<file path="config.mk">
export PLATFORM = sky130hd
export DESIGN_NAME = player_control
export DESIGN_NICKNAME = d
export VERILOG_FILES = /design/src/rtl/player_control.sv
export SDC_FILE = /design/constraint.sdc
export NUM_CORES = 1
export LEC_CHECK = 0
export CAP_MARGIN = 15
export CORE_ASPECT_RATIO = 2
export CORE_MARGIN = 3
export CORE_UTILIZATION = 28
export CTS_CLUSTER_SIZE = 10
export DETAILED_ROUTE_END_ITERATION = 16
export PLACE_DENSITY_LB_ADDON = 0.1
export SETUP_SLACK_MARGIN = 0.5
export SYNTH_ARGS = -nofsm -noshare
export SYNTH_HDL_FRONTEND = slang
export SYNTH_SLANG_ARGS = --single-unit
</file>
<file path="constraint.sdc">
create_clock -name pixel_clk_in -period 2.7 [get_ports pixel_clk_in]
set_input_delay 0.81 -clock pixel_clk_in [delete_from_list [all_inputs] [get_ports pixel_clk_in]]
set_output_delay 0.81 -clock pixel_clk_in [all_outputs]
set_load 0.1 [all_outputs]
</file>
<file path="src/rtl/player_control.sv">
// player_control: player sprite movement, item holding state and chop/drop
// handshakes for the kitchen game. All outputs are registered.
// Optional feature: define PLAYER_DIAG_EN to move on both axes per frame.
module player_control #(
    parameter int X_START     = 64,
    parameter int Y_START     = 64,
    parameter int SPEED       = 2,
    parameter int X_MAX       = 1024,
    parameter int Y_MAX       = 768,
    parameter int WIDTH       = 32,
    parameter int HEIGHT      = 32,
    parameter int CHOP_FRAMES = 60
) (
    input  logic        pixel_clk_in,
    input  logic        rst_in,
    input  logic        frame_tick_in,
    input  logic        btn_up_in,
    input  logic        btn_down_in,
    input  logic        btn_left_in,
    input  logic        btn_right_in,
    input  logic        chop_in,
    input  logic        use_in,
    input  logic        pickup_in,
    input  logic [3:0]  pickup_item_in,
    input  logic        drop_in,
    output logic [10:0] x_out,
    output logic [9:0]  y_out,
    output logic [1:0]  player_direction,
    output logic [3:0]  player_state,
    output logic        chop_done_out,
    output logic        drop_valid_out,
    output logic [3:0]  drop_item_out
);

    typedef enum logic [3:0] {
        ST_NOTHING       = 4'd0,
        ST_CHOPPING      = 4'd1,
        ST_ONION_WHOLE   = 4'd2,
        ST_ONION_CHOPPED = 4'd3,
        ST_POT_EMPTY     = 4'd4,
        ST_POT_RAW       = 4'd5,
        ST_POT_COOKED    = 4'd6,
        ST_BOWL_EMPTY    = 4'd7,
        ST_BOWL_FULL     = 4'd8,
        ST_EXT_OFF       = 4'd9,
        ST_EXT_ON        = 4'd10
    } state_t;

    typedef enum logic [1:0] {
        DIR_LEFT  = 2'd0,
        DIR_RIGHT = 2'd1,
        DIR_UP    = 2'd2,
        DIR_DOWN  = 2'd3
    } dir_t;

    localparam int CNT_W = $clog2(CHOP_FRAMES + 1);
    localparam logic [CNT_W-1:0] CHOP_LAST = CNT_W'(CHOP_FRAMES);

    // Signed working widths: one bit beyond the coordinate so a step past
    // zero shows up as negative instead of wrapping.
    localparam logic signed [11:0] X_SPD = 12'(SPEED);
    localparam logic signed [11:0] X_LIM = 12'(X_MAX - WIDTH);
    localparam logic signed [10:0] Y_SPD = 11'(SPEED);
    localparam logic signed [10:0] Y_LIM = 11'(Y_MAX - HEIGHT);

    logic [10:0]      r_x;
    logic [9:0]       r_y;
    dir_t             r_dir;
    state_t           r_state;
    logic [CNT_W-1:0] r_chop_cnt;
    logic             r_chop_done;
    logic             r_drop_valid;
    logic [3:0]       r_drop_item;

    logic signed [11:0] w_x_sub;
    logic signed [11:0] w_x_add;
    logic signed [10:0] w_y_sub;
    logic signed [10:0] w_y_add;
    logic [10:0]        w_x_left;
    logic [10:0]        w_x_right;
    logic [9:0]         w_y_up;
    logic [9:0]         w_y_down;
    logic [10:0]        w_x_next;
    logic [9:0]         w_y_next;
    dir_t               w_dir_next;
    logic               w_item_ok;
    logic [CNT_W-1:0]   w_cnt_inc;

    assign w_x_sub = $signed({1'b0, r_x}) - X_SPD;
    assign w_x_add = $signed({1'b0, r_x}) + X_SPD;
    assign w_y_sub = $signed({1'b0, r_y}) - Y_SPD;
    assign w_y_add = $signed({1'b0, r_y}) + Y_SPD;

    assign w_x_left  = (w_x_sub < 12'sd0) ? '0 : w_x_sub[10:0];
    assign w_x_right = (w_x_add > X_LIM) ? X_LIM[10:0] : w_x_add[10:0];
    assign w_y_up    = (w_y_sub < 11'sd0) ? '0 : w_y_sub[9:0];
    assign w_y_down  = (w_y_add > Y_LIM) ? Y_LIM[9:0] : w_y_add[9:0];

    assign w_item_ok = (pickup_item_in >= 4'd2) && (pickup_item_in <= 4'd10);
    assign w_cnt_inc = r_chop_cnt + CNT_W'(1);

    // Candidate position/direction for this frame from the button levels
    always_comb begin
        w_x_next   = r_x;
        w_y_next   = r_y;
        w_dir_next = r_dir;
`ifdef PLAYER_DIAG_EN
        if (btn_up_in) begin
            w_y_next   = w_y_up;
            w_dir_next = DIR_UP;
        end else if (btn_down_in) begin
            w_y_next   = w_y_down;
            w_dir_next = DIR_DOWN;
        end
        // Horizontal component overrides the reported direction
        if (btn_left_in) begin
            w_x_next   = w_x_left;
            w_dir_next = DIR_LEFT;
        end else if (btn_right_in) begin
            w_x_next   = w_x_right;
            w_dir_next = DIR_RIGHT;
        end
`else
        if (btn_up_in) begin
            w_y_next   = w_y_up;
            w_dir_next = DIR_UP;
        end else if (btn_down_in) begin
            w_y_next   = w_y_down;
            w_dir_next = DIR_DOWN;
        end else if (btn_left_in) begin
            w_x_next   = w_x_left;
            w_dir_next = DIR_LEFT;
        end else if (btn_right_in) begin
            w_x_next   = w_x_right;
            w_dir_next = DIR_RIGHT;
        end
`endif
    end

    // Position and facing register; frozen while chopping
    always_ff @(posedge pixel_clk_in) begin
        if (rst_in) begin
            r_x   <= 11'(X_START);
            r_y   <= 10'(Y_START);
            r_dir <= DIR_DOWN;
        end else if (frame_tick_in && (r_state != ST_CHOPPING)) begin
            r_x   <= w_x_next;
            r_y   <= w_y_next;
            r_dir <= w_dir_next;
        end
    end

    // Held-item FSM with chop counter and registered chop/drop pulses
    always_ff @(posedge pixel_clk_in) begin
        if (rst_in) begin
            r_state      <= ST_NOTHING;
            r_chop_cnt   <= '0;
            r_chop_done  <= 1'b0;
            r_drop_valid <= 1'b0;
            r_drop_item  <= '0;
        end else begin
            r_chop_done  <= 1'b0;
            r_drop_valid <= 1'b0;
            case (r_state)
                ST_NOTHING: begin
                    if (pickup_in && w_item_ok) begin
                        r_state <= state_t'(pickup_item_in);
                    end else if (chop_in) begin
                        r_state    <= ST_CHOPPING;
                        r_chop_cnt <= '0;
                    end
                end
                ST_CHOPPING: begin
                    if (!chop_in) begin
                        r_state    <= ST_NOTHING;
                        r_chop_cnt <= '0;
                    end else if (frame_tick_in) begin
                        if (w_cnt_inc == CHOP_LAST) begin
                            r_state     <= ST_NOTHING;
                            r_chop_cnt  <= '0;
                            r_chop_done <= 1'b1;
                        end else begin
                            r_chop_cnt <= w_cnt_inc;
                        end
                    end
                end
                ST_ONION_WHOLE, ST_ONION_CHOPPED, ST_POT_EMPTY, ST_POT_RAW,
                ST_POT_COOKED, ST_BOWL_EMPTY, ST_BOWL_FULL, ST_EXT_OFF,
                ST_EXT_ON: begin
                    if (drop_in) begin
                        r_state      <= ST_NOTHING;
                        r_drop_valid <= 1'b1;
                        // A running extinguisher is handed over switched off
                        r_drop_item  <= (r_state == ST_EXT_ON) ? ST_EXT_OFF : r_state;
                    end else if ((r_state == ST_EXT_OFF) && use_in) begin
                        r_state <= ST_EXT_ON;
                    end else if ((r_state == ST_EXT_ON) && !use_in) begin
                        r_state <= ST_EXT_OFF;
                    end
                end
                default: r_state <= ST_NOTHING;
            endcase
        end
    end

    assign x_out            = r_x;
    assign y_out            = r_y;
    assign player_direction = r_dir;
    assign player_state     = r_state;
    assign chop_done_out    = r_chop_done;
    assign drop_valid_out   = r_drop_valid;
    assign drop_item_out    = r_drop_item;

endmodule

</file>
Word level (Yosys, flattened, before mapping)
Cells that the tools add are included.

Mux-type cells: 30. Reductions and logical operators: 20. Equal/unequal tests: 18. Bitwise operators: 6. Order comparisons: 6. Add/sub/neg operators: 5.

Operators with widths (count): 11-bit 2-to-1 mux (4); 10-bit 2-to-1 mux (4); 4-bit 2-to-1 mux (9); 6-bit 2-to-1 mux (5); 4-bit by 3-bit == test with 1-bit output (second input constant) (4); 11-bit by 2-bit adder with 12-bit output (second input constant) (1); 4-bit == test (second input constant) (3); 12-bit by 11-bit > comparator with 1-bit output (second input constant) (1); 12-bit by 1-bit < comparator with 1-bit output (second input constant) (1); 4-bit one-hot mux with 3 select lines (1); 6-bit one-hot mux with 2 select lines (1); 4-bit AND reduction (3); 11-bit by 2-bit subtractor with 12-bit output (second input constant) (1); 10-bit by 2-bit adder with 11-bit output (second input constant) (1); 11-bit > comparator (second input constant) (1); 11-bit by 1-bit < comparator with 1-bit output (second input constant) (1); 10-bit by 2-bit subtractor with 11-bit output (second input constant) (1); 3-bit != test (second input constant) (3); 9-bit OR reduction (1); 4-bit by 2-bit == test with 1-bit output (second input constant) (2); 2-bit 2-to-1 mux (4); 6-bit by 1-bit adder with 6-bit output (second input constant) (1); 6-bit == test (second input constant) (1); 1-bit inverter (6); other kinds (15) (25).

Logic and storage cells: 93. Bits of input ports: 15. Register bits after elaboration: 39.

Longest topological paths before layout
Depth in word-level cells: 6. Gate-level depth with buffers: 9.

Worst setup path before layout
No wires, ideal clock.

Path kind: register to register. Start point: register r_x[2] (netlist: x_out[2]). End point: register r_x[3] (netlist: x_out[3]). Stages on the path, launching flop included: 10. Path slack: -377 ps. Data arrival time: 3018 ps. Cells stage by stage: dfxtp_1 clkbuf_1 inv_1 ha_1 or4b_2 o22ai_1 a211o_1 o21ai_2 o32ai_1 a221o_1.

Longest elaborated chain between the ends: 5. Elaborated cells between the ends (all ways): 8. Those cells by class: 2 x add/sub; 2 x order compare; 4 x mux.

Ends and longest elaborated chain: start: declaration (line 66) `logic [10:0] r_x;`; start signal: assignment (line 143) `r_x <= 11'(X_START);`; start signal: assignment (line 147) `r_x <= w_x_next;`; 11-bit by 2-bit adder with 12-bit output (line 90) `assign w_x_add = $signed({1'b0, r_x}) + X_SPD;`; 12-bit by 11-bit > comparator with 1-bit output (line 95) `assign w_x_right = (w_x_add > X_LIM) ? X_LIM[10:0] : w_x_add[10:0];`; 11-bit 2-to-1 mux (line 95); 11-bit 2-to-1 mux (line 133) `end else if (btn_right_in) begin`; 11-bit 2-to-1 mux * (line 130) `end else if (btn_left_in) begin`.

Mark *: on every way between the ends. The rest lies on a longest branch, timed or not. The select of a mux whose other input is x is not followed. A chain may end at the register's enable or synchronous reset.

Worst setup path in the final report
Start point: input use_in. End point: register r_state[0] (netlist: player_state[0]).

Longest elaborated chain between the ends: 4. Elaborated cells between the ends (all ways): 8. Those cells by class: 1 x eq/ne; 3 x mux; 4 x reduce/logical.

Ends and longest elaborated chain: start: declaration (line 22) `input logic use_in,`; 1-bit logical AND / 1-bit logical NOT (equally long branches) (line 195, 197); 4-bit 2-to-1 mux / 1-bit logical AND (equally long branches) (line 195, 197); 4-bit 2-to-1 mux / 4-bit != test (equally long branches); 4-bit one-hot mux with 3 select lines / 4-bit AND reduction (equally long branches); end signal: assignment (line 167) `r_state <= state_t'(pickup_item_in);`; end: declaration (line 69) `state_t r_state;`.

Several ways; a longest one is shown, not always the timed one.

==> results.toml <==
[yosys]
ys.flop_type = "dfxtp_1"
avgSynthCellArea_um2 = 7.52
netlist_area_um2 = 2920
synth_seq_cells = 37
yosysSeqAreaShare = 0.254
netlist_instances = 388
synth-edff-count = 0
ys_warn_count = 0
yosysUniqueCellTypes = 70
synth-async-reset-ratio = 0

[floorplan]
die_w_um = 78.2
die_area_um2 = 11800
rows = 52
initial_core_util = 0.288
ios = 48
core-area_um2 = 10100
die_y_um = 150

[outcome]
outcome = "finished clean"

[cells_and_area]
drive_above_1_share = 0.281
area_delta_synth_final_pct = 31.2
final_nets = 450
utilization = 0.377
diodes = 0

[sta]
rsz0062_at_grt = "no"
worst_slack_ns = 0.589
final.min_clock_period_ns = 2.11
finalSetupViolations = 0
tightest_slew_ns = 0.773
relSlewSlack = 0.477
finalClockSkew_ns = 0.00626
tns_ns = 0
fin_crit_sh = 0.782
final_max_slew_viol_count = 0
max_freq_mhz = 474
finalHoldViolations = 0

[route]
routedWlPerCell_um = 17.0
num_vias = 3161
drt_iter0_drc = 111
drc = 0
ant_nets = 0
dr.pass1.iters = 4
wirelength_um = 9620
vias_per_cell = 5.58

[power]
worst_ir_drop_vdd_v = 0.000442
p_leak_nw = 1.43
p_per_area_nw_per_um2 = 724
power_mw = 2.77

[clock_tree]
postCtsHoldBufs = 0
cts_sinks = 37
cts_buffers = 5
htree_num_levels = 2
cts_tree = "done"
clock_latency_ns = 0.28
clockRootBuffer = "clkbuf_16"
clk_pin_slew_ns = 0.06
clockBufferDepth = 2

[grt]
grt_antenna_before_repair = 0
grt_pass1_wl_um = 15500
first_global_vias = 3013
overflow = 0
grt_start_max_net_pins = 26
global_route.usage.total = 0.165

[placement]
place_ws_ns = 0.0119
post-dp-hpwl_um = 7290
port_buffers = 45
place_congestion = 0.824

[setup_path]
cp.required_ns = 2.89
crit_type = "in -> reg"
crit_fanout = 4
start_kind = "input port"
cp.arrival_ns = 2.30
endpoint_kind = "flop"

[hold_path]
hold_path_class = "reg -> reg"

[flow_run]
max_cap_violations = 0
layout make-up:
class / instances / area (um2)
clock buffers: 5 / 125
multi-input cells: 297 / 2060
clock inverters: 3 / 40.0
flip-flops and latches: 37 / 798
fillers: 1101 / 6320
inverters: 19 / 73.8
well taps: 135 / 169
repair buffers: 70 / 568
stage by stage:
step                      hold slack, ns  std cells  cell area (um2)
after detailed placement           0.480        551             3500
after global placement             0.476        551             3500
final                              0.490        566             3830
after floorplan                    0.448        389             3020
after CTS                          0.495        562             3700
after global routing               0.527        566             3830
kinds of logic (layout without fill, tap and decap cells):
| group | count (synthesis) | count (layout) | share of synthesized area |
|---|---|---|---|
| compound gates | 120 | 120 | 0.307 |
| xor+xnor | 6 | 6 | 0.0180 |
| fa+ha+maj | 5 | 5 | 0.0214 |
| buf+inv | 55 | 97 | 0.0883 |
| flops | 37 | 37 | 0.254 |
| mux | 8 | 8 | 0.0291 |
| other cells | 1 | 2 | 0.00128 |
| simple gates | 156 | 156 | 0.281 |
layer usage:
metal / vias to the layer above / share of wire / wire, um / track usage
li1: 1550 / - / - / -
met1: 1549 / 0.39 / 3770 / 0.174
met2: 50 / 0.57 / 5440 / 0.328
met3: 12 / 0.024 / 234 / 0.0180
met4: 0 / 0.018 / 169 / 0.0552
met5: - / 0 / 0 / 0
layout by cell type, fill, tap and decap left out, drive strengths merged, types with 5 or more instances in the layout:
master          n
nand4           7
o32ai           5
a21oi          19
or3             6
clkbuf          5
a211oi          7
ha              5
inv            20
o22ai           8
nand2          25
a311oi         12
clkdlybuf4s50   5
o21ai          15
buf            56
xnor2           5
nand3          18
nor3           17
dfxtp          37
dlymetal6s2s    5
and3           11
nor2           42
a22oi           7
a31oi           8
repair_timing:
action,4_1_cts,5_1_grt
resized for setup,10,22
setup buffers,3,4
pin swaps,3,7
setup endpoints to repair,17,26
final timing paths:
kind	startpoint	endpoint	slack, ns	cells past startpoint
min	player_direction[1]	player_direction[1]	0.49	1
min reg2reg	player_direction[1]	player_direction[1]	0.49	1
max reg2reg	y_out[1]	y_out[4]	0.61	6
max	use_in	player_state[0]	0.59	7
registers in the layout, summed over array words and instances (netlist names):
register	count
r_chop_cnt	6
player_state	4
chop_done_out	1
x_out	10
drop_item_out	4
player_direction	2
y_out	9
drop_valid_out	1
power breakdown:
| part | switching, mW | internal (mW) |
|---|---|---|
| combinational | 0.890 | 0.423 |
| sequential | 0.167 | 0.627 |
| clock | 0.233 | 0.433 |
| total | 1.29 | 1.48 |
cells in the mapped netlist (all sizes together), types with 4 or more instances:
cell     n  area [um2]
a211oi   7        52.6
a21oi   19        95.1
a22oi    7        52.6
a311oi  12         111
a31oi    8        50.1
and3    11        68.8
buf     20         126
clkbuf  16        60.1
dfxtp   37         741
ha       5        62.6
inv     19        71.3
mux2     4        45.0
mux2i    4        40.0
nand2   25        93.8
nand2b   4        25.0
nand3   18        90.1
nand4    7        50.1
nor2    42         158
nor2b    4        25.0
nor3    17        90.1
nor3b    4        30.0
nor4     4        31.3
o21a     4        30.0
o21ai   15        78.8
o22ai    8        50.1
o32ai    5        51.3
o41ai    4        53.8
or3      6        37.5
xnor2    5        43.8
critical path, stage by stage:
cell and delay [ns]:
clkdlybuf4s50_1 0.44, nor2b_2 0.17, a22oi_1 0.23, o22ai_2 0.13, o31a_1 0.17, buf_4 0.15, a211oi_1 0.20
(Power assumes the default switching activity.)
